===== config.mk =====
export PLATFORM = sky130hd
export DESIGN_NAME = rr_mux_arbiter
export DESIGN_NICKNAME = d
export VERILOG_FILES = /design/src/rtl/rr_mux_arbiter.sv
export SDC_FILE = /design/constraint.sdc
export NUM_CORES = 1
export LEC_CHECK = 0
export CORE_MARGIN = 3
export CORE_UTILIZATION = 63
export DETAILED_ROUTE_END_ITERATION = 8
export GPL_TIMING_DRIVEN = 1
export PLACE_DENSITY = 0.94
export SLEW_MARGIN = 20
export SYNTH_ARGS = -nofsm -noshare
export SYNTH_HDL_FRONTEND = slang
export SYNTH_SLANG_ARGS = --single-unit

===== constraint.sdc =====
create_clock -name clk -period 11.6 [get_ports clk]
set_input_delay 2.32 -clock clk [delete_from_list [all_inputs] [get_ports clk]]
set_output_delay 2.32 -clock clk [all_outputs]
set_load 0.01 [all_outputs]

===== src/rtl/rr_mux_arbiter.sv =====
// Round-robin arbiter driving a shared 16:1 single-bit mux.
// Each grantee may hold the output for at most HOLD consecutive cycles.
//
// state | meaning
// IDLE  | no grant active, valid=0, sel holds last grantee
// GRANT | one requester owns the shared output, hold_cnt counts its cycles
module rr_mux_arbiter #(
    parameter int HOLD = 4
) (
    input  logic        clk,
    input  logic        rst_n,
    input  logic [15:0] req,
    input  logic [15:0] in,
    output logic [3:0]  sel,
    output logic [15:0] grant,
    output logic        valid,
    output logic        out
);

    typedef enum logic {
        IDLE  = 1'b0,
        GRANT = 1'b1
    } state_t;

    localparam logic [7:0] HOLD_LAST = 8'(HOLD - 1);

    state_t      state, state_nxt;
    logic [3:0]  ptr, ptr_nxt;
    logic [7:0]  hold_cnt, hold_cnt_nxt;
    logic [3:0]  sel_nxt;
    logic [15:0] grant_nxt;
    logic        valid_nxt;

    logic        release_now;
    logic [3:0]  search_base;
    logic [3:0]  search_idx;
    logic [3:0]  winner;
    logic        found;

    assign release_now = (req[sel] == 1'b0) || (hold_cnt == HOLD_LAST);

    // On release the search starts just past the old grantee, so it is seen last.
    assign search_base = (state == GRANT && release_now) ? sel + 4'd1 : ptr;

    always_comb begin
        winner     = '0;
        found      = 1'b0;
        search_idx = '0;
        for (int i = 0; i < 16; i++) begin
            search_idx = search_base + 4'(i);
            if (!found && req[search_idx]) begin
                winner = search_idx;
                found  = 1'b1;
            end
        end
    end

    always_comb begin
        state_nxt    = state;
        ptr_nxt      = ptr;
        hold_cnt_nxt = hold_cnt;
        sel_nxt      = sel;
        grant_nxt    = grant;
        valid_nxt    = valid;
        case (state)
            IDLE: begin
                if (found) begin
                    state_nxt    = GRANT;
                    sel_nxt      = winner;
                    grant_nxt    = 16'd1 << winner;
                    valid_nxt    = 1'b1;
                    hold_cnt_nxt = '0;
                end
            end
            GRANT: begin
                if (!release_now) begin
                    hold_cnt_nxt = hold_cnt + 8'd1;
                end else begin
                    ptr_nxt = sel + 4'd1;
                    if (found) begin
                        sel_nxt      = winner;
                        grant_nxt    = 16'd1 << winner;
                        hold_cnt_nxt = '0;
                    end else begin
                        state_nxt = IDLE;
                        grant_nxt = '0;
                        valid_nxt = 1'b0;
                    end
                end
            end
            default: begin
                state_nxt = IDLE;
                grant_nxt = '0;
                valid_nxt = 1'b0;
            end
        endcase
    end

    always_ff @(posedge clk or negedge rst_n) begin
        if (!rst_n) begin
            state    <= IDLE;
            ptr      <= '0;
            hold_cnt <= '0;
            sel      <= '0;
            grant    <= '0;
            valid    <= 1'b0;
        end else begin
            state    <= state_nxt;
            ptr      <= ptr_nxt;
            hold_cnt <= hold_cnt_nxt;
            sel      <= sel_nxt;
            grant    <= grant_nxt;
            valid    <= valid_nxt;
        end
    end

    assign out = valid & in[sel];

endmodule


### Word level (Yosys, flattened, before mapping)

Cells that the tools add are included.

| word-level totals | value |
|---|---|
| register bits after elaboration | 34 |
| input port bits | 34 |
| output and inout port bits | 22 |
| word-level logic and storage cells | 169 |

| cells by class | value |
|---|---|
| add/sub/neg operators | 17 |
| order comparisons | 17 |
| equality and inequality tests | 4 |
| shift operators | 1 |
| muxes and demuxes | 86 |
| bitwise gates (word level) | 3 |
| reduce and logical (&&, ||, !) cells | 35 |

Operators by type and width:

| cell | number |
|---|---|
| 4-bit by 5-bit < comparator with 1-bit output (second input constant) | 17 |
| 4-bit 2-to-1 mux | 19 |
| 1-bit binary-select mux with 4-bit select | 18 |
| 16-bit 2-to-1 mux | 3 |
| 1-bit 2-to-1 mux | 39 |
| 4-bit adder (second input constant) | 8 |
| 16-bit case mux with 2 select lines | 1 |
| 4-bit by 3-bit adder with 4-bit output (second input constant) | 4 |
| 1-bit logical AND | 16 |
| 8-bit 2-to-1 mux | 2 |
| 8-bit case mux with 2 select lines | 1 |
| 1-bit by 4-bit << shifter with 16-bit output (first input constant) | 1 |
| 1-bit logical NOT | 15 |
| 4-bit by 1-bit adder with 4-bit output (second input constant) | 2 |
| 4-bit by 2-bit adder with 4-bit output (second input constant) | 2 |
| 8-bit by 1-bit adder with 8-bit output (second input constant) | 1 |
| 8-bit by 2-bit == test with 1-bit output (second input constant) | 1 |
| 4-bit case mux with 2 select lines | 1 |
| 2-bit != test (second input constant) | 2 |
| 1-bit case mux with 2 select lines | 2 |
| 2-bit AND reduction | 2 |
| 3-bit AND reduction | 1 |
| 2-bit by 1-bit != test with 1-bit output (second input constant) | 1 |
| 1-bit NOT | 2 |
| 2 further kinds | 2 |

### Longest topological paths before layout

Gate-level depths: netlist of the first run.

| depth | value |
|---|---|
| word-level depth | 58 |
| depth in mapped cells | 27 |
| depth with buffers taken out | 18 |

### Worst setup path before layout of the first run

OpenSTA, ideal clock, no wires.

| timing | value |
|---|---|
| path type | in2reg |
| start point | input req[11] |
| end point | register grant[3] |
| library setup time | 110 ps |
| arrival time | 7666 ps |
| slack | 3824 ps |
| cell stages on the path | 21 |
| path buffers | 6 |
| path through | mux4_2 mux2_2 a32o_1 buf_6 o311a_1 clkinv_1 clkbuf_1 clkbuf_1 ha_1 clkbuf_1 o31ai_1 o32ai_1 mux4_2 buf_6 a211oi_4 nand4_2 or4_4 o221a_1 or3_1 buf_2 o41ai_1 |

| on the way | value |
|---|---|
| word-level cells in the longest chain between the ends | 58 |
| elaborated cells between the ends (all ways) | 123 |
| those cells by class | add/sub: 15; eq/ne: 2; shift: 1; mux: 71; bitwise: 1; reduce/logical: 33 |

Ends and longest elaborated chain:

| what | line | source |
|---|---|---|
| start: declaration | 12 | `input logic [15:0] req,` |
| parallel branches: the longest is 58 deep, another holds 4-bit by 1-bit adder with 4-bit output | -- |  |
| end signal: assignment | 112 | `grant <= grant_nxt;` |
| end: declaration | 15 | `output logic [15:0] grant,` |

Several ways; the timed one is not identified. The select of a mux whose other input is x is not followed.
A chain may end at the register's enable or synchronous reset.

### Worst setup path in the final report of the first run

| timing | value |
|---|---|
| start point | input req[9] |
| end point | register grant[5] |

The elaborated chain is that of the path after synthesis.

==> metrics.md, run 1 <==
| Metric | Value |
|---|---|
| Status | `completed` |
| MaxCap Viol Count | `0` |
| Cell count of the worst reg-to-reg path | `17` |
| Num CTS Buffers | `5` |
| Die Width | `92.28 microns` |
| Most used DFF post-synth | `dfrtp_1` |
| CTS tree | `done` |
| Post-DRT Antenna Nets | `0` |
| Residual DRC count | `0` |
| WL met3 | `2498 microns` |
| Number of diodes | `0` |
| DIE HEIGHT | `~92 microns` |
| Critical Path Sink Type | `flop` |
| Port bufs | `55` |
| Clk buf depth | `2` |
| Initial drt markers | `874` |
| Post-synth EDFFs | `0` |
| Clock Latency Late Sink | `~0.28 ns` |
| Share of cells above drive strength 1 | `under 10%` |
| Slew @ Worst Pin | `between 1 and 1.5 ns` |
| FMAX | `0.1038 GHz` |
| CP Cell Sequence | `clkdlybuf4s50_1, mux4_2, mux2_2, a32oi_1, a21boi_1, buf_4, nor2_2, inv_1, ha_1, o32ai_1, nor3_1, nor4_1, a311oi_1, o31ai_1, a21oi_1, o221a_1, or3_1, o41ai_1` |
| RSZ-0062 raised after global routing | `no` |
| Post-CTS Setup Bufs | `0` |
| DR WL/cell | `23.14 microns` |
| Core area | `~0.007 sq mm` |
| Reg2reg end | `grant[5]` |
| Worst hold path stage count | `2` |
| WP data required | `11.77 ns` |
| Layout Cells excl Fill | `just over 700` |
| Hold Startpoint | `grant[8]` |
| Synthesized flop and latch total | `34` |
| Setup_tns | `0 ns` |
| Gate Count Post-Synth | `604` |
| First-pass GRT wire length | `between 20000 and 30000 microns` |
| Drt total wl | `16800 microns` |
| CTS clk-pin slew, worst paths | `0.07 ns` |
| Aggregate global routing overflow | `0` |
| Synth Cell Area | `around 0.0047 sq mm` |
| M1 WL | `around 6400 microns` |
| Sequential area share after synthesis | `around 18%` |
| # rows | `30` |
| # clock sinks | `34` |
| R2r setup slk | `3.75 ns` |
| DIE AREA | `about 0.0085 sq mm` |
| Final Max Tran Viols | `0` |
| Commonest non-fill, non-tap cells in the layout | `clkdlybuf4s50_1 (55), nand2_1 (50), nor2_1 (41)` |
| Crit Path Max Fanout | `24` |
| H-tree lvl count | `2` |
| Fin nets | `667` |
| HPWL after DPL | `~12000 microns` |
| Hold buffer count at cts | `0` |
| Vias | `around 5800` |
| Final setup viols | `0` |
| Initial core utilization | `66.81%` |
| Layout area overhead | `13.05%` |
| Average size of a mapped cell | `a little under 8 sq um` |
| Worst Path Arrival | `between 9 and 10 ns` |
| I/O pins | `56` |
| Yosys cell types | `80` |
| Final Cycle Share | `83.07%` |
| Biggest cell delay along the critical path | `a little under 0.9 ns` |
| GPL Wtd Cong | `~1.0` |
| Gr usage total | `a little under two fifths` |
| Ys async rst share | `100.0%` |
| Crit path buffers/inverters | `3` |
| Initial antenna violation count | `0` |
| Drt pass-1 iters | `7` |
| Critical path's slowest cell | `o32ai_1` |
| Post-Syn Nets | `approximately 640` |
| Hold Path End | `grant[8]` |
| Top Metal Used | `met4` |
| Worst setup SP type | `input pin` |
| Commonest non-fill, non-tap cell in the layout | `clkdlybuf4s50_1` |
| Slew headroom | `25.35%` |
| Final min period | `approximately 9.6 ns` |
| CTS Root Cell | `clkbuf_8` |
| Post-CTS Resized | `0` |
| Worst min path class | `reg -> reg` |
| Met2 routed WL | `around 7000 microns` |
| Post-Place Cells | `719` |
| Largest net degree at the start of global routing | `40` |
| Worst R2R Start | `sel[1]` |
| Synth Warn # | `0` |
| Vias per inst | `7.921` |
| CP Class | `in -> reg` |
| Hold Vio Cnt, Final | `0` |
| Family with the most delay on the worst path | `compound AO/OA/AOI/OAI gates` |
| Clock skew | `roughly 0.0093 ns` |
| Vias in the first global route | `5228` |
-- registers in the layout (all words and copies together) (netlist names) --
signal    flops
sel           4
state         1
grant        16
ptr           4
valid         1
hold_cnt      8
-- worst register-to-register path, delay by kind of cell, from the launching register on --
family                   cells  cell delay (ns)
flip-flops                   1             0.75
AO/OA/AOI/OAI                8             3.00
adder cells (fa/ha/maj)      1             0.65
AND/OR/NAND/NOR              4             1.71
multiplexers                 2             0.90
buffers and inverters        2             0.70
-- routing by layer --
metal  vias to the layer above  GRT usage (%)
li1                       2465              -
met2                       541          57.18
met3                       124          9.270
met4                         0          16.71
met1                      2621          52.04
met5                         -              0
-- cell type report --
| class | instances | area (sq um) |
|---|---|---|
| multi-input combinational | 512 | 3585 |
| tap | 96 | 120.1 |
| sequential | 34 | 850.8 |
| clock buffer | 5 | 68.82 |
| fill | 534 | 1718 |
| clock inverter | 2 | 10.01 |
| timing repair buffer | 64 | 618.1 |
| inverter | 13 | 48.80 |
-- synthesized netlist by cell type, types with 4 or more instances --
master     instances  area [sq um]
a2111oi_0          5         43.79
a211o_1            4         35.03
a211oi_1          16         120.1
a21boi_0           6         45.04
a21o_1             4         30.03
a21oi_1           35         175.2
a221oi_1           5         43.79
a22o_1             4         35.03
a22oi_1           12         90.09
a2bb2oi_1          4         35.03
a311oi_1          10         87.58
a31oi_1            4         25.02
a32oi_1           12         105.1
and2_1            11         68.82
and3_1             8         50.05
buf_2             11         55.05
clkbuf_1          27         101.4
dfrtp_1           34         850.8
inv_1             11         41.29
mux2_2            15         168.9
mux2i_1           19         190.2
mux4_2             9         202.7
nand2_1           50         187.7
nand2b_1           5         31.28
nand3_1           28         140.1
nand4_1            4         25.02
nor2_1            41         153.9
nor2b_1            5         31.28
nor3_1            17         85.08
nor4_1             6         37.54
o211ai_1           4         30.03
o21a_1             5         37.54
o21ai_0           39         195.2
o21ai_1            4         20.02
o22a_1             4         35.03
o22ai_1            5         31.28
o31ai_1           25         187.7
o32a_1             4         40.04
o32ai_1            7         61.31
o41ai_1            7         61.31
xnor2_1           12         105.1
-- logic make-up after synthesis --
group                    synth area share [%]
buffers and inverters                   5.496
flip-flops                              18.14
AO/OA/AOI/OAI                           40.05
AND/OR/NAND/NOR                         20.38
adder cells (fa/ha/maj)                0.8005
multiplexers                            11.98
XOR/XNOR                                3.149
-- worst max-delay path by stage --
| stage | start | end | slack, ns | depth (start not counted) |
|---|---|---|---|---|
| final | req[9] | grant[5] | 1.96 | 18 |
| after global routing | req[9] | grant[7] | 1.58 | 18 |
| after CTS | req[9] | grant[5] | 2.34 | 18 |
| after detailed placement | req[9] | grant[10] | 2.06 | 19 |
| after global placement | req[0] | grant[3] | 2.21 | 18 |
| after floorplan | req[11] | grant[3] | 3.82 | 21 |
-- stage by stage --
| step | hold slack, ns | worst slack, ns | cell area (sq um) | util [%] |
|---|---|---|---|---|
| 3_5_place_dp | 0.4615 | 2.062 | 5223 | 74.40 |
| 5_1_grt | 0.5191 | 1.578 | 5301 | 75.53 |
| 3_3_place_gp | 0.4619 | 2.209 | 5223 | 74.40 |
| 4_1_cts | 0.4929 | 2.344 | 5301 | 75.53 |
| 2_1_floorplan | 0.4535 | 3.824 | 4690 | - |
| 6_report | 0.4879 | 1.964 | 5301 | 75.53 |
Power of run 1 is left out: the tool's default activity adds up to more than one toggle a clock period on the data nets, which glitch-free logic cannot reach.
==> inputs of run 2 (changes only) <==
--- a/config.mk
+++ b/config.mk
@@ -6,10 +6,10 @@
 export NUM_CORES = 1
 export LEC_CHECK = 0
 export CORE_MARGIN = 3
-export CORE_UTILIZATION = 63
+export CORE_UTILIZATION = 52
 export DETAILED_ROUTE_END_ITERATION = 8
 export GPL_TIMING_DRIVEN = 1
-export PLACE_DENSITY = 0.94
+export PLACE_DENSITY = 0.83
 export SLEW_MARGIN = 20
 export SYNTH_ARGS = -nofsm -noshare
 export SYNTH_HDL_FRONTEND = slang
==> constraint.sdc (replaced) <==
create_clock -name clk -period 8.8 [get_ports clk]
set_input_delay 1.76 -clock clk [delete_from_list [all_inputs] [get_ports clk]]
set_output_delay 1.76 -clock clk [all_outputs]
set_load 0.01 [all_outputs]
==> metrics.md, run 2 (synthesis gave the netlist of run 1 again) <==
| Metric | Value |
|---|---|
| CP Class | `in -> reg` |
| Layout Cells excl Fill | `~750` |
| Hold Vio Cnt, Final | `0` |
| CP Cell Sequence | `clkdlybuf4s50_1, mux4_2, mux2_2, a32oi_1, buf_4, a21boi_1, buf_4, nor2_2, inv_1, ha_1, o32ai_1, mux2_2, mux2_2, nor4_1, nand4_1, or3_1, o21ai_2, nand2_1, o41ai_1` |
| Drt total wl | `~18000 microns` |
| Slew @ Worst Pin | `between 1 and 1.5 ns` |
| Clock Latency Late Sink | `just under 0.3 ns` |
| Port bufs | `55` |
| DR WL/cell | `approximately 24 microns` |
| HPWL after DPL | `about 13000 microns` |
| Vias per inst | `around 7.5` |
| Cell mode on critical path | `mux2_2` |
| Initial antenna violation count | `0` |
| Family with the most delay on the worst path | `simple AND/OR/NAND/NOR gates` |
| # rows | `34` |
| Post-CTS Resized | `0` |
| H-tree lvl count | `2` |
| Hold buffer count at cts | `0` |
| Worst min path class | `reg -> reg` |
| CTS tree | `done` |
| Worst Path Arrival | `around 8.0 ns` |
| Worst setup SP type | `input pin` |
| Vias in the first global route | `~5100` |
| Core area | `roughly 0.0087 sq mm` |
| Most flop-heavy register | `grant` |
| RSZ-0062 raised after global routing | `no` |
| Commonest non-fill, non-tap cell in the layout | `clkdlybuf4s50_1` |
| FMAX | `~0.13 GHz` |
| DIE HEIGHT | `between 100 and 150 microns` |
| Gr usage total | `around a third` |
| Initial drt markers | `between 600 and 700` |
| Biggest cell delay along the critical path | `~0.61 ns` |
| Number of diodes | `0` |
| Num CTS Buffers | `5` |
| Clock skew | `0.002968 ns` |
| Residual DRC count | `0` |
| Fin nets | `roughly 680` |
| Drt pass-1 iters | `6` |
| Commonest non-fill, non-tap cells in the layout | `clkdlybuf4s50_1 (55), nand2_1 (50), nor2_1 (41)` |
| Crit path buffers/inverters | `4` |
| Initial core utilization | `53.77%` |
| Final setup viols | `0` |
| Status | `completed` |
| Setup_tns | `0 ns` |
| GPL Wtd Cong | `1.009` |
| Crit Path Max Fanout | `24` |
| Critical Path Sink Type | `flop` |
| Post-CTS Setup Bufs | `0` |
| Final Max Tran Viols | `0` |
| WP data required | `~9 ns` |
| MaxCap Viol Count | `0` |
| Max FFs per register | `16` |
| # clock sinks | `34` |
| Critical path's slowest cell | `ha_1` |
| Final Cycle Share | `88.84%` |
| Aggregate global routing overflow | `0` |
| Top Registers | `grant (16), hold_cnt (8)` |
| Vias | `approximately 5600` |
| Clk buf depth | `2` |
| Largest net degree at the start of global routing | `39` |
| CTS Root Cell | `clkbuf_8` |
| Layout area overhead | `15.07%` |
| Final min period | `just under 8 ns` |
| CTS clk-pin slew, worst paths | `0.07 ns` |
| DIE AREA | `around 0.010 sq mm` |
| I/O pins | `between 50 and 60` |
| Slew headroom | `roughly 27%` |
| Post-DRT Antenna Nets | `0` |
| Post-Place Cells | `between 700 and 800` |
| First-pass GRT wire length | `28170 microns` |
| Die Width | `~100 microns` |
| Share of cells above drive strength 1 | `between 10% and 20%` |
-- run 2: layout make-up --
type / count / area (sq um)
inverters: 13 / 48.80
clock buffers: 6 / 82.58
flip-flops and latches: 34 / 850.8
multi-input cells: 512 / 3581
repair buffers: 73 / 685.7
clock inverters: 2 / 12.51
well taps: 108 / 135.1
fillers: 776 / 3324
-- run 2: worst paths after layout --
check                      depth (start not counted)  startpoint        end  slack [ns]
setup / recovery                                  19      req[9]   grant[7]        0.98
hold reg to reg                                    2    grant[0]   grant[0]        0.49
max in group asynchronous                          2       rst_n   grant[6]        6.62
setup reg to reg                                  18      sel[1]   grant[7]        2.22
hold / removal                                     2    grant[0]   grant[0]        0.49
min in group asynchronous                          2       rst_n  grant[14]        1.87
-- run 2: per-stage QoR --
step / setup WS [ns] / util, % / hold WS [ns] / area [sq um]
2_1_floorplan: 1.584 / - / 0.4535 / 4690
3_3_place_gp: 0.9732 / 60.79 / 0.4628 / 5301
3_5_place_dp: 0.8313 / 60.79 / 0.4685 / 5301
4_1_cts: 1.156 / 61.88 / 0.4845 / 5396
5_1_grt: 0.7249 / 61.88 / 0.5128 / 5396
6_report: 0.9823 / 61.88 / 0.4859 / 5396
-- run 2: layer usage --
metal | vias to the layer above | track usage, % | wire length [microns]
met5 | - | 0 | 0
met1 | 2668 | 49.08 | 7264
li1 | 2488 | - | -
met2 | 423 | 54.53 | 8038
met4 | 0 | 11.96 | 745
met3 | 68 | 5.813 | 2053
-- run 2: worst reg2reg max path, delay by kind of cell (launching register included) --
kind / cells / cell delay (ns)
mux: 4 / 1.60
compound gates: 5 / 1.25
flops: 1 / 0.78
simple gates: 5 / 1.72
buf+inv: 3 / 0.52
fa+ha+maj: 1 / 0.61
Power of run 2 is left out for the same reason.
==> inputs of run 3 (changes only) <==
--- a/config.mk
+++ b/config.mk
@@ -9,6 +9,7 @@
 export CORE_UTILIZATION = 52
 export DETAILED_ROUTE_END_ITERATION = 8
 export GPL_TIMING_DRIVEN = 1
+export MAX_ROUTING_LAYER = met4
 export PLACE_DENSITY = 0.83
 export SLEW_MARGIN = 20
 export SYNTH_ARGS = -nofsm -noshare
==> metrics.md, run 3 (synthesis gave the netlist of run 1 again) <==
| Metric | Value |
|---|---|
| Status | `completed` |
| H-tree lvl count | `2` |
| Slew headroom | `37.18%` |
| Worst Path Arrival | `a little under 8 ns` |
| Top Registers | `grant (16), hold_cnt (8)` |
| Final Max Tran Viols | `0` |
| GPL Wtd Cong | `1.102` |
| WP data required | `approximately 9.0 ns` |
| Crit Path Max Fanout | `24` |
| Final core occ | `between 60 and 70%` |
| Vias in the first global route | `5278` |
| Final setup viols | `0` |
| Number of diodes | `0` |
| Layout area overhead | `15.15%` |
| Initial core utilization | `between 50% and 60%` |
| CTS Root Cell | `clkbuf_8` |
| # clock sinks | `34` |
| Final Cycle Share | `between 80% and 90%` |
| Core area | `~0.0087 sq mm` |
| Fillers | `slightly below 800` |
| Final Instance Area | `about 0.0054 sq mm` |
| Commonest non-fill, non-tap cell in the layout | `clkdlybuf4s50_1` |
| CTS tree | `done` |
| Drt total wl | `about 18000 microns` |
| Aggregate global routing overflow | `0` |
| # rows | `34` |
| Post-CTS Resized | `0` |
| Largest net degree at the start of global routing | `39` |
| Cell mode on critical path | `mux2_2` |
| MaxCap Viol Count | `0` |
| Critical Path Sink Type | `flop` |
| Initial drt markers | `800` |
| Vias per inst | `7.504` |
| Slew @ Worst Pin | `around 0.94 ns` |
| Post-CTS Setup Bufs | `0` |
| Post-route setup slack | `between 1 and 1.5 ns` |
| Biggest cell delay along the critical path | `slightly below 0.6 ns` |
| Final min period | `7.697 ns` |
| Clk buf depth | `2` |
| Hold Vio Cnt, Final | `0` |
| Share of cells above drive strength 1 | `10.28%` |
| I/O pins | `56` |
| Die Width | `~100 microns` |
| Max FFs per register | `16` |
| Multi-input gate area | `approximately 0.0036 sq mm` |
| Critical path's slowest cell | `clkdlybuf4s50_1` |
| FMAX | `around 0.13 GHz` |
| Post-DRT Antenna Nets | `0` |
| Setup WS pre-CTS | `slightly below 1 ns` |
| Num CTS Buffers | `5` |
| Hold buffer count at cts | `0` |
| Setup_tns | `0 ns` |
| Post-Place Cell Area | `0.005324 sq mm` |
| DR WL/cell | `roughly 24 microns` |
| DIE HEIGHT | `around 100 microns` |
| Most flop-heavy register | `grant` |
| Gr usage total | `36.63%` |
| Fin nets | `slightly below 700` |
| Worst min path class | `reg -> reg` |
| HPWL after DPL | `between 10000 and 15000 microns` |
| CTS clk-pin slew, worst paths | `approximately 0.07 ns` |
| DIE AREA | `between 0.01 and 0.015 sq mm` |
| Initial antenna violation count | `0` |
| First-pass GRT wire length | `roughly 29000 microns` |
| Clock skew | `about 0.0046 ns` |
| CP Class | `in -> reg` |
| Storage element area | `roughly 850 sq um` |
| Crit path buffers/inverters | `4` |
| Commonest non-fill, non-tap cells in the layout | `clkdlybuf4s50_1 (55), nand2_1 (50), nor2_1 (41)` |
| Port bufs | `55` |
| CP Cell Sequence | `clkdlybuf4s50_1, mux4_2, mux2_2, a32oi_1, buf_4, a21boi_1, buf_4, nor2_2, inv_1, ha_1, xnor2_1, mux2_2, mux2_2, nor4_1, nand4_1, or3_1, o21ai_2, nand2_1, o31ai_1` |
| Drt pass-1 iters | `5` |
| Residual DRC count | `0` |
| Vias | `~5600` |
| Clock Latency Late Sink | `0.27 ns` |
| RSZ-0062 raised after global routing | `no` |
| Family with the most delay on the worst path | `multiplexers` |
| Worst setup SP type | `input pin` |
## run 3: cell count changes in the layout (fill, tap and decap cells not counted)
cell	previous run	this run
buf_4	18	21
clkbuf_1	0	2
clkbuf_8	6	5
clkinv_2	1	0
clkinvlp_4	1	0
## run 3: cell type report
class                   count  area share (%)
clock buffers               7           1.413
inverters                  13          0.9036
multi-input cells         512           66.31
flip-flops and latches     34           15.76
well taps                 108           2.502
repair buffers             76           13.11
## run 3: worst reg2reg max path: stages (launching register included)
cell	delay (ns)
dfrtp_1	0.75
mux4_2	0.59
mux2_2	0.30
a32oi_1	0.17
buf_4	0.21
a21boi_1	0.08
buf_4	0.25
nor2_2	0.13
inv_1	0.06
ha_1	0.24
xnor2_1	0.55
mux2_2	0.45
mux2_2	0.34
nor4_1	0.54
nand4_1	0.28
or3_1	0.55
o21ai_2	0.56
nand2_1	0.14
o31ai_1	0.12
## run 3: layer usage
metal	up-vias	GRT usage [%]	routed length, microns
li1	2493	-	-
met1	2678	49.40	7308
met2	401	55.90	8192
met3	56	5.467	2050
met4	0	13.19	666
met5	-	-	0
## run 3: metrics by stage
step | instances | hold WS [ns]
CTS | 750 | 0.4941
global route | 750 | 0.5068
global placement | 743 | 0.4600
finish | 750 | 0.4955
detailed placement | 743 | 0.4681
floorplan | 604 | 0.4535
## run 3: path summary, 6_finish.rpt
| check | startpoint | endpoint | slack [ns] | cells past startpoint |
|---|---|---|---|---|
| max in group asynchronous | rst_n | hold_cnt[0] | 6.60 | 2 |
| min | grant[2] | grant[2] | 0.50 | 2 |
| min reg2reg | grant[2] | grant[2] | 0.50 | 2 |
| max | req[11] | grant[14] | 1.10 | 19 |
| min in group asynchronous | rst_n | grant[4] | 1.90 | 2 |
| max reg2reg | sel[1] | grant[14] | 2.36 | 18 |
Power of run 3 is left out for the same reason.
